===== config.mk =====
export PLATFORM = sky130hd
export DESIGN_NAME = iq_sample_framer_flat
export DESIGN_NICKNAME = d
export VERILOG_FILES = /design/src/rtl/iq_sample_framer_if.sv /design/src/rtl/iq_sample_framer.sv /design/src/flat_wrapper.sv
export SDC_FILE = /design/constraint.sdc
export NUM_CORES = 1
export LEC_CHECK = 0
export ABC_AREA = 1
export CAP_MARGIN = 0
export CELL_PAD_IN_SITES_DETAIL_PLACEMENT = 1
export CELL_PAD_IN_SITES_GLOBAL_PLACEMENT = 2
export CORE_MARGIN = 4
export CORE_UTILIZATION = 32
export DETAILED_ROUTE_END_ITERATION = 8
export HOLD_SLACK_MARGIN = 0.02
export MAX_ROUTING_LAYER = met4
export PLACE_DENSITY_LB_ADDON = 0.15
export SLEW_MARGIN = 0
export SYNTH_ARGS = -nofsm -noshare
export SYNTH_HDL_FRONTEND = slang
export SYNTH_SLANG_ARGS = --single-unit

===== constraint.sdc =====
create_clock -name clk -period 5.81 [get_ports clk]
set_input_delay 1.743 -clock clk [delete_from_list [all_inputs] [get_ports clk]]
set_output_delay 1.743 -clock clk [all_outputs]
set_load 0.005 [all_outputs]

===== src/rtl/iq_sample_framer_if.sv =====
// Frame/pair handshake bundle between the I/Q sample framer and the downstream mux2 pair selector.
interface iq_sample_framer_if #(
    parameter int unsigned SAMPLE_W = 5,
    parameter int unsigned SEL_W    = 3
);
    logic                in_valid;
    logic [SAMPLE_W-1:0] in_sample;
    logic                in_ready;
    logic [SAMPLE_W-1:0] samp_0;
    logic [SAMPLE_W-1:0] samp_1;
    logic [SAMPLE_W-1:0] samp_2;
    logic [SAMPLE_W-1:0] samp_3;
    logic [SAMPLE_W-1:0] samp_4;
    logic [SAMPLE_W-1:0] samp_5;
    logic [SAMPLE_W-1:0] samp_6;
    logic [SAMPLE_W-1:0] samp_7;
    logic [SAMPLE_W-1:0] samp_8;
    logic [SAMPLE_W-1:0] samp_9;
    logic [SEL_W-1:0]    sel;
    logic                pair_valid;
    logic                pair_ready;
    logic                frame_start;

    modport master (
        input  in_valid, in_sample, pair_ready,
        output in_ready, samp_0, samp_1, samp_2, samp_3, samp_4,
               samp_5, samp_6, samp_7, samp_8, samp_9,
               sel, pair_valid, frame_start
    );

    modport slave (
        output in_valid, in_sample, pair_ready,
        input  in_ready, samp_0, samp_1, samp_2, samp_3, samp_4,
               samp_5, samp_6, samp_7, samp_8, samp_9,
               sel, pair_valid, frame_start
    );
endinterface


===== src/rtl/iq_sample_framer.sv =====
// Ping-pong framer: packs I/Q samples into 10-sample frames and steps the mux2 pair select 0..4.
// Optional frame_cnt/stall_flag outputs are enabled by defining IQ_FRAMER_STATS_EN.
module iq_sample_framer #(
    parameter int unsigned SAMPLE_W   = 5,
    parameter int unsigned NB_SAMPLES = 10,
    parameter int unsigned SEL_W      = 3
) (
    input  logic               clk,
    input  logic               rst,
    iq_sample_framer_if.master bus
`ifdef IQ_FRAMER_STATS_EN
    ,
    output logic [15:0]        frame_cnt,
    output logic               stall_flag
`endif
);
    localparam int unsigned      CNT_W    = $clog2(NB_SAMPLES);
    localparam logic [CNT_W-1:0] LAST_WR  = CNT_W'(NB_SAMPLES - 1);
    localparam logic [SEL_W-1:0] LAST_SEL = SEL_W'(NB_SAMPLES / 2 - 1);

    typedef enum logic {IDLE, DRAIN} rd_state_e;
    typedef logic [SAMPLE_W-1:0] sample_t;

    sample_t          banks_q [2][NB_SAMPLES];
    sample_t          banks_d [2][NB_SAMPLES];
    logic             rd_bank_q, rd_bank_d;
    logic [CNT_W-1:0] wr_cnt_q, wr_cnt_d;
    logic             wr_full_q, wr_full_d;
    rd_state_e        state_q, state_d;
    logic [SEL_W-1:0] sel_q, sel_d;
    logic             frame_start_q, frame_start_d;

    logic             wr_bank;
    logic             accept;
    logic             pair_fire;
    logic             swap;

    assign wr_bank   = ~rd_bank_q;
    assign accept    = bus.in_valid && !wr_full_q;
    assign pair_fire = (state_q == DRAIN) && bus.pair_ready;
    // Uses the registered wr_full, so a 10th-sample accept coinciding with the last pair cannot swap.
    assign swap      = wr_full_q && ((state_q == IDLE) || (pair_fire && sel_q == LAST_SEL));

    always_comb begin
        banks_d       = banks_q;
        rd_bank_d     = rd_bank_q;
        wr_cnt_d      = wr_cnt_q;
        wr_full_d     = wr_full_q;
        state_d       = state_q;
        sel_d         = sel_q;
        frame_start_d = 1'b0;

        if (accept) begin
            banks_d[wr_bank][wr_cnt_q] = bus.in_sample;
            if (wr_cnt_q == LAST_WR) begin
                wr_cnt_d  = '0;
                wr_full_d = 1'b1;
            end else begin
                wr_cnt_d  = wr_cnt_q + 1'b1;
            end
        end

        if (swap) begin
            rd_bank_d     = ~rd_bank_q;
            wr_full_d     = 1'b0;
            sel_d         = '0;
            state_d       = DRAIN;
            frame_start_d = 1'b1;
        end else if (pair_fire) begin
            if (sel_q == LAST_SEL) begin
                sel_d   = '0;
                state_d = IDLE;
            end else begin
                sel_d   = sel_q + 1'b1;
            end
        end
    end

    always_ff @(posedge clk or posedge rst) begin
        if (rst) begin
            banks_q       <= '{default: '0};
            rd_bank_q     <= 1'b0;
            wr_cnt_q      <= '0;
            wr_full_q     <= 1'b0;
            state_q       <= IDLE;
            sel_q         <= '0;
            frame_start_q <= 1'b0;
        end else begin
            banks_q       <= banks_d;
            rd_bank_q     <= rd_bank_d;
            wr_cnt_q      <= wr_cnt_d;
            wr_full_q     <= wr_full_d;
            state_q       <= state_d;
            sel_q         <= sel_d;
            frame_start_q <= frame_start_d;
        end
    end

    assign bus.in_ready    = !wr_full_q;
    assign bus.pair_valid  = (state_q == DRAIN);
    assign bus.sel         = sel_q;
    assign bus.frame_start = frame_start_q;
    assign bus.samp_0      = banks_q[rd_bank_q][0];
    assign bus.samp_1      = banks_q[rd_bank_q][1];
    assign bus.samp_2      = banks_q[rd_bank_q][2];
    assign bus.samp_3      = banks_q[rd_bank_q][3];
    assign bus.samp_4      = banks_q[rd_bank_q][4];
    assign bus.samp_5      = banks_q[rd_bank_q][5];
    assign bus.samp_6      = banks_q[rd_bank_q][6];
    assign bus.samp_7      = banks_q[rd_bank_q][7];
    assign bus.samp_8      = banks_q[rd_bank_q][8];
    assign bus.samp_9      = banks_q[rd_bank_q][9];

`ifdef IQ_FRAMER_STATS_EN
    logic [15:0] frame_cnt_q;
    logic        stall_q;

    always_ff @(posedge clk or posedge rst) begin
        if (rst) begin
            frame_cnt_q <= '0;
            stall_q     <= 1'b0;
        end else begin
            if (swap) begin
                frame_cnt_q <= frame_cnt_q + 16'd1;
            end
            if (bus.in_valid && wr_full_q) begin
                stall_q <= 1'b1;
            end
        end
    end

    assign frame_cnt  = frame_cnt_q;
    assign stall_flag = stall_q;
`endif
endmodule


===== src/flat_wrapper.sv =====
// flat-port wrapper written by rule: the top's interface ports become plain ports
module iq_sample_framer_flat 
#(
    parameter int unsigned SAMPLE_W   = 5,
    parameter int unsigned NB_SAMPLES = 10,
    parameter int unsigned SEL_W      = 3
)
  (clk, rst, bus_in_valid, bus_in_sample, bus_pair_ready, bus_in_ready, bus_samp_0, bus_samp_1, bus_samp_2, bus_samp_3, bus_samp_4, bus_samp_5, bus_samp_6, bus_samp_7, bus_samp_8, bus_samp_9, bus_sel, bus_pair_valid, bus_frame_start);
  iq_sample_framer_if #(.SAMPLE_W(SAMPLE_W), .SEL_W(SEL_W)) bus_i ();
  input  logic clk;
  input  logic rst;
  input wire logic [$bits(bus_i.in_valid)-1:0] bus_in_valid;
  input wire logic [$bits(bus_i.in_sample)-1:0] bus_in_sample;
  input wire logic [$bits(bus_i.pair_ready)-1:0] bus_pair_ready;
  output wire logic [$bits(bus_i.in_ready)-1:0] bus_in_ready;
  output wire logic [$bits(bus_i.samp_0)-1:0] bus_samp_0;
  output wire logic [$bits(bus_i.samp_1)-1:0] bus_samp_1;
  output wire logic [$bits(bus_i.samp_2)-1:0] bus_samp_2;
  output wire logic [$bits(bus_i.samp_3)-1:0] bus_samp_3;
  output wire logic [$bits(bus_i.samp_4)-1:0] bus_samp_4;
  output wire logic [$bits(bus_i.samp_5)-1:0] bus_samp_5;
  output wire logic [$bits(bus_i.samp_6)-1:0] bus_samp_6;
  output wire logic [$bits(bus_i.samp_7)-1:0] bus_samp_7;
  output wire logic [$bits(bus_i.samp_8)-1:0] bus_samp_8;
  output wire logic [$bits(bus_i.samp_9)-1:0] bus_samp_9;
  output wire logic [$bits(bus_i.sel)-1:0] bus_sel;
  output wire logic [$bits(bus_i.pair_valid)-1:0] bus_pair_valid;
  output wire logic [$bits(bus_i.frame_start)-1:0] bus_frame_start;
  assign bus_i.in_valid = bus_in_valid;
  assign bus_i.in_sample = bus_in_sample;
  assign bus_i.pair_ready = bus_pair_ready;
  assign bus_in_ready = bus_i.in_ready;
  assign bus_samp_0 = bus_i.samp_0;
  assign bus_samp_1 = bus_i.samp_1;
  assign bus_samp_2 = bus_i.samp_2;
  assign bus_samp_3 = bus_i.samp_3;
  assign bus_samp_4 = bus_i.samp_4;
  assign bus_samp_5 = bus_i.samp_5;
  assign bus_samp_6 = bus_i.samp_6;
  assign bus_samp_7 = bus_i.samp_7;
  assign bus_samp_8 = bus_i.samp_8;
  assign bus_samp_9 = bus_i.samp_9;
  assign bus_sel = bus_i.sel;
  assign bus_pair_valid = bus_i.pair_valid;
  assign bus_frame_start = bus_i.frame_start;
  iq_sample_framer #(.SAMPLE_W(SAMPLE_W), .NB_SAMPLES(NB_SAMPLES), .SEL_W(SEL_W)) u_core (.clk(clk), .rst(rst), .bus(bus_i));
endmodule

# Word level (Yosys, flattened, before mapping)
# Index checks and enable logic that the tools add are counted.
word_totals:
  register_bits: 111
  output_inout_bits: 56
  input_bits: 9
classes:
  muxes: 19
  n_reduce_logical: 14
  bitwise: 5
  n_eq_ne: 2
  add_sub_neg: 2
  magnitude_cmp: 5
op_table:
  columns: ["op", "n"]
  rows:
  - ["2-to-1 mux 50 bit", 4]
  - ["bitwise mux 100 bit", 1]
  - ["demux 50 bit (select 1 bit)", 1]
  - ["demux 5 bit (select 4 bit)", 1]
  - ["2-to-1 mux 3 bit", 3]
  - ["nonzero test 2 bit", 4]
  - ["2-to-1 mux 1 bit", 7]
  - ["logical AND 1 bit", 6]
  - [">= comparator 5 bit, second input constant", 1]
  - ["< comparator 5 x 1 -> 1 bit, second input constant", 1]
  - ["2-to-1 mux 5 bit", 1]
  - ["inverter 4 -> 5 bit", 1]
  - ["adder 4 x 1 -> 4 bit, second input constant", 1]
  - ["== test 4 bit, second input constant", 1]
  - [">= comparator 2 bit, second input constant", 2]
  - ["2-to-1 mux 4 bit", 1]
  - ["inverter 1 -> 2 bit", 2]
  - ["AND reduction 2 bit", 2]
  - ["adder 3 x 1 -> 3 bit, second input constant", 1]
  - ["== test 3 bit, second input constant", 1]
  - ["< comparator 2 x 1 -> 1 bit, second input constant", 1]
  - ["inverter 1 bit", 2]
  - ["logical NOT 1 bit", 1]
  - ["logical OR 1 bit", 1]

# Depth between registers and ports, before layout
# Gate-level depths: netlist of the first run.
depth:
  word_depth: 8
  ltp_mapped: 7
  depth_no_buf: 7

# Worst setup path after synthesis of the first run
# Ideal clock, no wire load.
synth_timing:
  path_kind: "register to output"
  startpoint: "register u_core.rd_bank_q"
  endpoint: "output port bus_samp_0[0]"
  stages_incl_launch_ff: 7
  setup_slack_ns: 2.993
  required_ns: 4.067
  path_buffers: 3
  t_arrival_ns: 1.074
  path_cell_list: "dfrtp_1 > buf_4 > inv_2 > buf_4 > buf_2 > nand2_1 > nand2_1"
synth_between:
  elab_chain_cells: 4
synth_lines:
  columns: ["item", "line_no", "source"]
  rows:
  - ["start, declared", "iq_sample_framer.sv:26", "logic rd_bank_q, rd_bank_d;"]
  - ["start signal, assigned", "iq_sample_framer.sv:90", "rd_bank_q <= rd_bank_d;"]
  - ["inverter 1 -> 2 bit (implied by the code)", "iq_sample_framer.sv:103", "assign bus.samp_0 = banks_q[rd_bank_q][0];"]
  - ["2-to-1 mux 50 bit (implied by the code) (3 in a row)", "iq_sample_framer.sv:103", null]
  - ["end, declared", "flat_wrapper.sv:16", "output wire logic [$bits(bus_i.samp_0)-1:0] bus_samp_0;"]
# No other way between the ends. The select of a mux whose other input is x is not followed.

# Worst setup path in the final report of the first run
layout_timing:
  startpoint: "register u_core.rd_bank_q"
  endpoint: "output port bus_samp_2[2]"
layout_between:
  elab_chain_cells: 4
layout_lines:
  columns: ["item", "line_no", "source"]
  rows:
  - ["inverter 1 -> 2 bit (implied by the code)", "iq_sample_framer.sv:105", "assign bus.samp_2 = banks_q[rd_bank_q][2];"]
  - ["2-to-1 mux 50 bit (3 in a row)", null, null]
  - ["end, declared", "flat_wrapper.sv:18", "output wire logic [$bits(bus_i.samp_2)-1:0] bus_samp_2;"]
# No other way between the ends. The select of a mux whose other input is x is not followed.

==> summary.md, run 1 <==
| Metric | Value |
|---|---|
| Clk pin slew, worst setup/hold paths | 0.07 ns |
| Post-synth net total | 614 |
| Worst skew pair latency | 0.35 ns |
| Syn_area_per_cell | 8.126 sq um |
| Critical path cell sequence | inv_2 > buf_4 > nand2_1 > nand2_1 > clkdlybuf4s50_1 |
| GPL Wtd Cong | 0.7780 |
| Avg Vias per Cell | 4.793 |
| Post-synthesis async set-or-reset flop share | 100.0% |
| Starting Density | 33.21% |
| Routed length per placed instance | 15.94 microns |
| WP data required | 4.07 ns |
| H-tree depth | 3 |
| DIE AREA | 17360 sq um |
| Yosys reg bits | 111 |
| Die H | 131.7 microns |
| FP Rows | 44 |
| Hold Path Class | flop to flop |
| Yosys top cell area share | 56.69% |
| CP Capture Type | output pin |
| Synth Flop Type | dfrtp_1 |
| Synth top area cells | dfrtp_1 (57%), nand2_1 (23%), o21ai_0 (8.2%), nand2_2 (2.0%), nor2_1 (1.5%) |
| Most Frequent Cell on Critical Path | nand2_1 |
| Largest net degree at the start of global routing | 60 |
| ANT cells | 0 |
| Area leader, netlist | dfrtp_1 |
| CTS Buf Count | 9 |
| Measured slew at the worst slew-check pin | 0.9512 ns |
| CTS root buffer | clkbuf_16 |
| LEAKAGE | 0.002969 uW |
| Peak VDD IR | 0.0002060 V |
| R2R cell count | 6 |
| Critical path arrival | 2.43 ns |
| Routed Antenna Nets | 0 |
| Number of global-route vias before repair | 4341 |
| Highest Clock Rate | 239.4 MHz |
| CP Launch Type | flop |
| IO Pins | 65 |
| Port-buffer cells | 64 |
| Fill cells | 1782 |
| Cell with the most instances after synthesis | nand2_1 |
| Routed WL | 13570 microns |
| Drc violations | 0 |
| Sequential-to-total area share from yosys stat | 56.69% |
| Resize count post-CTS | 0 |
| Final Cycle Share | 71.89% |
| Setup Viol. Count Final | 0 |
| Run status | completed |
| CTS tree | built |
| Total gr overflow | 0 |
| Hold-fix buffers, CTS | 0 |
| Worst-path fanout max | 47 |
| Die Wd | 131.7 microns |
| Final Max Slew Viols | 0 |
| Pwr Density | 536.9 nW/um^2 |
| Slew headroom | 36.49% |
| Setup TNS Final | 0 ns |
| Final hold viol count | 0 |
| Post-synth EDFFs | 0 |
| Initial antenna violation count | 0 |
| Global-route wire length before repair | 22880 microns |
| Pre-antenna DRT Iters | 4 |
| Post-CTS Setup Bufs | 0 |
| Gr usage total | 16.63% |
| Starting DRT DRC Count | 194 |
| RSZ-0062 raised after global routing | false |
| Via count | 4079 |
| Critical path's slowest cell | inv_2 |
| Most instantiated cells after synthesis | nand2_1 (303), dfrtp_1 (111), o21ai_0 (80), nor2_1 (20), inv_1 (17) |
| Total core area | 14750 sq um |
| Nets | 673 |
| Unique masters post-synth | 19 |
| Synthesized area | 4900 sq um |
| Crit-path max cell delay | 0.69 ns |
| Share of layout cells above drive strength 1 | 6.747% |
| P&R area growth vs syn | 22.52% |
| Post-DP HPWL | 8942 microns |
| Max Cap Viol | 0 |
| Synth Warn # | 0 |
| Hold path cells | 2 |
| Final std cells w/o fill | 851 |
| Fin worst setup slack | 1.633 ns |
| Tmin final | 4.177 ns |
| Post-Place Cells | 835 |
| Clock sinks | 111 |
| Worst setup path class | flop to output pin |
| Synth Instances | 603 |
| Clock Skew | 0.005435 ns |
| CTS Buffer Depth | 2 |
| Post-placement worst setup slack | 1.975 ns |
-- where the power goes --
group          internal (uW)  switching (uW)
combinational            610             682
sequential              1100             197
clock                    344             288
total                   2060            1170
-- per-stage QoR --
step	utilization, %	total power, uW	hold WS, ns	area [sq um]
after CTS	40.69	3281	0.4765	6003
final	40.69	3223	0.4695	6003
after detailed placement	38.66	2631	0.4584	5704
after floorplan	-	1981	0.4417	4900
after global routing	40.69	3499	0.4968	6003
after global placement	38.66	2573	0.4540	5704
-- registers in the layout (all words and copies together), names as in the netlist --
| name | cells |
|---|---|
| u_core.banks_q | 100 |
| u_core.wr_cnt_q | 4 |
| u_core.bus.sel | 3 |
| u_core.bus.frame_start | 1 |
| u_core.bus.pair_valid | 1 |
| u_core.rd_bank_q | 1 |
| u_core.wr_full_q | 1 |
-- cell families (layout without fill, tap and decap cells) --
| kind of cell | Yosys count | count (layout) | synth area share (%) |
|---|---|---|---|
| compound gates | 89 | 89 | 9.091 |
| xor+xnor | 1 | 1 | 0.1788 |
| fa+ha+maj | 2 | 2 | 0.5106 |
| buf+inv | 40 | 104 | 3.575 |
| flops | 111 | 111 | 56.69 |
| simple gates | 360 | 360 | 29.95 |
-- path summary, 6_finish.rpt --
check	from	end	slack [ns]
worst max-delay path	u_core.rd_bank_q	bus_samp_2[2]	1.63
worst min register to register	u_core.banks_q[53]	u_core.banks_q[53]	0.47
worst max register to register	u_core.wr_cnt_q[1]	u_core.banks_q[2]	3.82
min in group asynchronous	rst	u_core.banks_q[65]	1.85
max in group asynchronous	rst	u_core.banks_q[43]	3.03
worst min-delay path	u_core.banks_q[53]	u_core.banks_q[53]	0.47
-- cells in the final DEF, fill, tap and decap left out --
cell             instances
clkbuf_8                 1
nor2_8                   2
dfrtp_2                  1
inv_2                    3
nor2_1                  20
clkbuf_16                9
nand2_1                303
inv_4                    1
o21ai_0                 80
nand2_2                 16
o21ai_1                  7
a21oi_1                  2
clkinv_2                 3
nand2_4                  1
nor2_2                   1
bufinv_16                1
nand4_1                 10
xor2_1                   1
clkdlybuf4s50_1         64
clkinvlp_4               2
nand3_1                  7
ha_1                     2
inv_1                   16
buf_4                    4
dfrtp_1                110
-- cell type report --
type	instances	area [sq um]	area share, %
Sequential cell	111	2779	46.29
Multi-Input combinational cell	452	1947	32.43
Timing Repair Buffer	68	670.6	11.17
Clock buffer	10	239.0	3.981
Tap cell	184	230.2	3.835
Inverter	20	77.57	1.292
Clock inverter	6	60.06	1.000
-- routing by layer --
layer | track usage (%) | part of all wire, % | vias up | wire length (microns)
met1 | 21.20 | 48 | 1998 | 6445
met5 | - | 0 | - | 0
met3 | 4.198 | 2.8 | 11 | 377
li1 | - | - | 2018 | -
met2 | 27.22 | 49 | 52 | 6607
met4 | 3.092 | 1.0 | 0 | 136
-- worst max-delay path: cells and delay by family (launching register included) --
family                 cells  cell delay, ns
DFF                        1            0.41
buffers and inverters      3            1.52
and+or+nand+nor            2            0.12
No activity file was read; power rests on OpenSTA's default activity.
==> run 2: changes to the inputs <==
clock period = 4.35 ns   (was 5.81 ns; I/O delays follow)
==> summary.md, run 2 (synthesis gave the netlist of run 1 again) <==
| Metric | Value |
|---|---|
| Share of layout cells above drive strength 1 | 6.886% |
| Avg Vias per Cell | 4.816 |
| Die Wd | 131.7 microns |
| Setup Viol. Count Final | 0 |
| Global-route wire length before repair | 23590 microns |
| Routed length per placed instance | 16.11 microns |
| LEAKAGE | 0.002976 uW |
| Tmin final | 3.653 ns |
| Placed Area | 5724 sq um |
| Hold Path Class | flop to flop |
| CTS tree | built |
| Initial antenna violation count | 0 |
| Final hold viol count | 0 |
| Largest register FFs | 100 |
| Nets | 674 |
| Worst skew pair latency | 0.36 ns |
| Total gr overflow | 0 |
| Post-CTS Setup Bufs | 0 |
| Setup TNS Final | 0 ns |
| Clock sinks | 111 |
| P&R area growth vs syn | 22.91% |
| CP Capture Type | output pin |
| Pre-antenna DRT Iters | 4 |
| Die H | 131.7 microns |
| Clock Skew | 0.007251 ns |
| Clk pin slew, worst setup/hold paths | 0.07 ns |
| Resize count post-CTS | 0 |
| Routed Antenna Nets | 0 |
| FP Rows | 44 |
| H-tree depth | 3 |
| Largest net degree at the start of global routing | 48 |
| Run status | completed |
| Worst-path fanout max | 34 |
| WP data required | 3.04 ns |
| Hold-fix buffers, CTS | 0 |
| Starting DRT DRC Count | 171 |
| Number of global-route vias before repair | 4380 |
| Peak VDD IR | 0.0003037 V |
| Fin worst setup slack | 0.6968 ns |
| Most common cell after layout, fill and taps aside | nand2_1 |
| CP Launch Type | flop |
| Total core area | 14750 sq um |
| Via count | 4103 |
| GPL Wtd Cong | 0.7972 |
| Max Cap Viol | 0 |
| Commonest cells after routing, fill and taps aside | nand2_1 (303), dfrtp_1 (110), o21ai_0 (80) |
| Post-DP HPWL | 9234 microns |
| Slew headroom | 47.00% |
| CTS Buf Count | 9 |
| Highest Clock Rate | 273.7 MHz |
| Drc violations | 0 |
| Final Cycle Share | 83.98% |
| CTS Buffer Depth | 2 |
| IO Pins | 65 |
| Pwr Density | 716.4 nW/um^2 |
| CTS root buffer | clkbuf_16 |
| Post-placement worst setup slack | 1.072 ns |
| Measured slew at the worst slew-check pin | 0.7921 ns |
| Largest Register | u_core.banks_q |
| Gr usage total | 17.27% |
| RSZ-0062 raised after global routing | false |
| Worst setup path class | flop to output pin |
| Post-route cell area | 6022 sq um |
| Final core occ | 40.82% |
| Routed WL | 13730 microns |
| ANT cells | 0 |
| Critical path arrival | 2.35 ns |
| Starting Density | 33.21% |
| Port-buffer cells | 64 |
| Final Max Slew Viols | 0 |
| DIE AREA | 17360 sq um |
run 2: per-layer routing:
metal / routed length (microns) / part of all wire, % / up-vias / global-route usage (%)
met3: 444 / 3.2 / 13 / 4.275
met4: 133 / 0.97 / 0 / 3.909
met1: 6537 / 48 / 2013 / 22.20
li1: - / - / 2023 / -
met2: 6612 / 48 / 54 / 27.77
met5: 0 / 0 / - / -
run 2: per-stage QoR:
stage	cells	power, uW	hold slack [ns]
2_1_floorplan	603	2646	0.4417
4_1_cts	852	4397	0.4783
5_1_grt	852	4704	0.5017
6_report	852	4314	0.4715
3_3_place_gp	836	3461	0.4541
3_5_place_dp	836	3532	0.4595
run 2: final cells by class:
cell class / count / area (sq um)
Clock inverter: 7 / 72.57
Inverter: 20 / 77.57
Fill cell: 1766 / 8732
Multi-Input combinational cell: 452 / 1947
Clock buffer: 9 / 225.2
Timing Repair Buffer: 69 / 690.7
Tap cell: 184 / 230.2
Sequential cell: 111 / 2779
run 2: path summary, 6_finish.rpt:
path,from,endpoint,slack (ns),cells past startpoint
worst min-delay path,u_core.banks_q[1],u_core.banks_q[1],0.47,2
worst max-delay path,u_core.rd_bank_q,bus_samp_3[0],0.70,4
max in group asynchronous,rst,u_core.banks_q[85],2.24,3
worst min register to register,u_core.banks_q[1],u_core.banks_q[1],0.47,2
worst max register to register,u_core.wr_cnt_q[1],u_core.banks_q[4],2.36,6
min in group asynchronous,rst,u_core.banks_q[67],1.37,2
run 2: worst max-delay path, cell delays in order, from the launching register on:
cell	delay, ns
dfrtp_2	0.81
buf_4	0.46
nand2_1	0.11
nand2_1	0.10
clkdlybuf4s50_1	0.50
run 2: where the power goes:
part           switching [uW]  leakage (uW)  internal (uW)  total, uW
Clock                     396      0.000142            448        844
Combinational             870       0.00139            821       1690
Sequential                307       0.00144           1470       1780
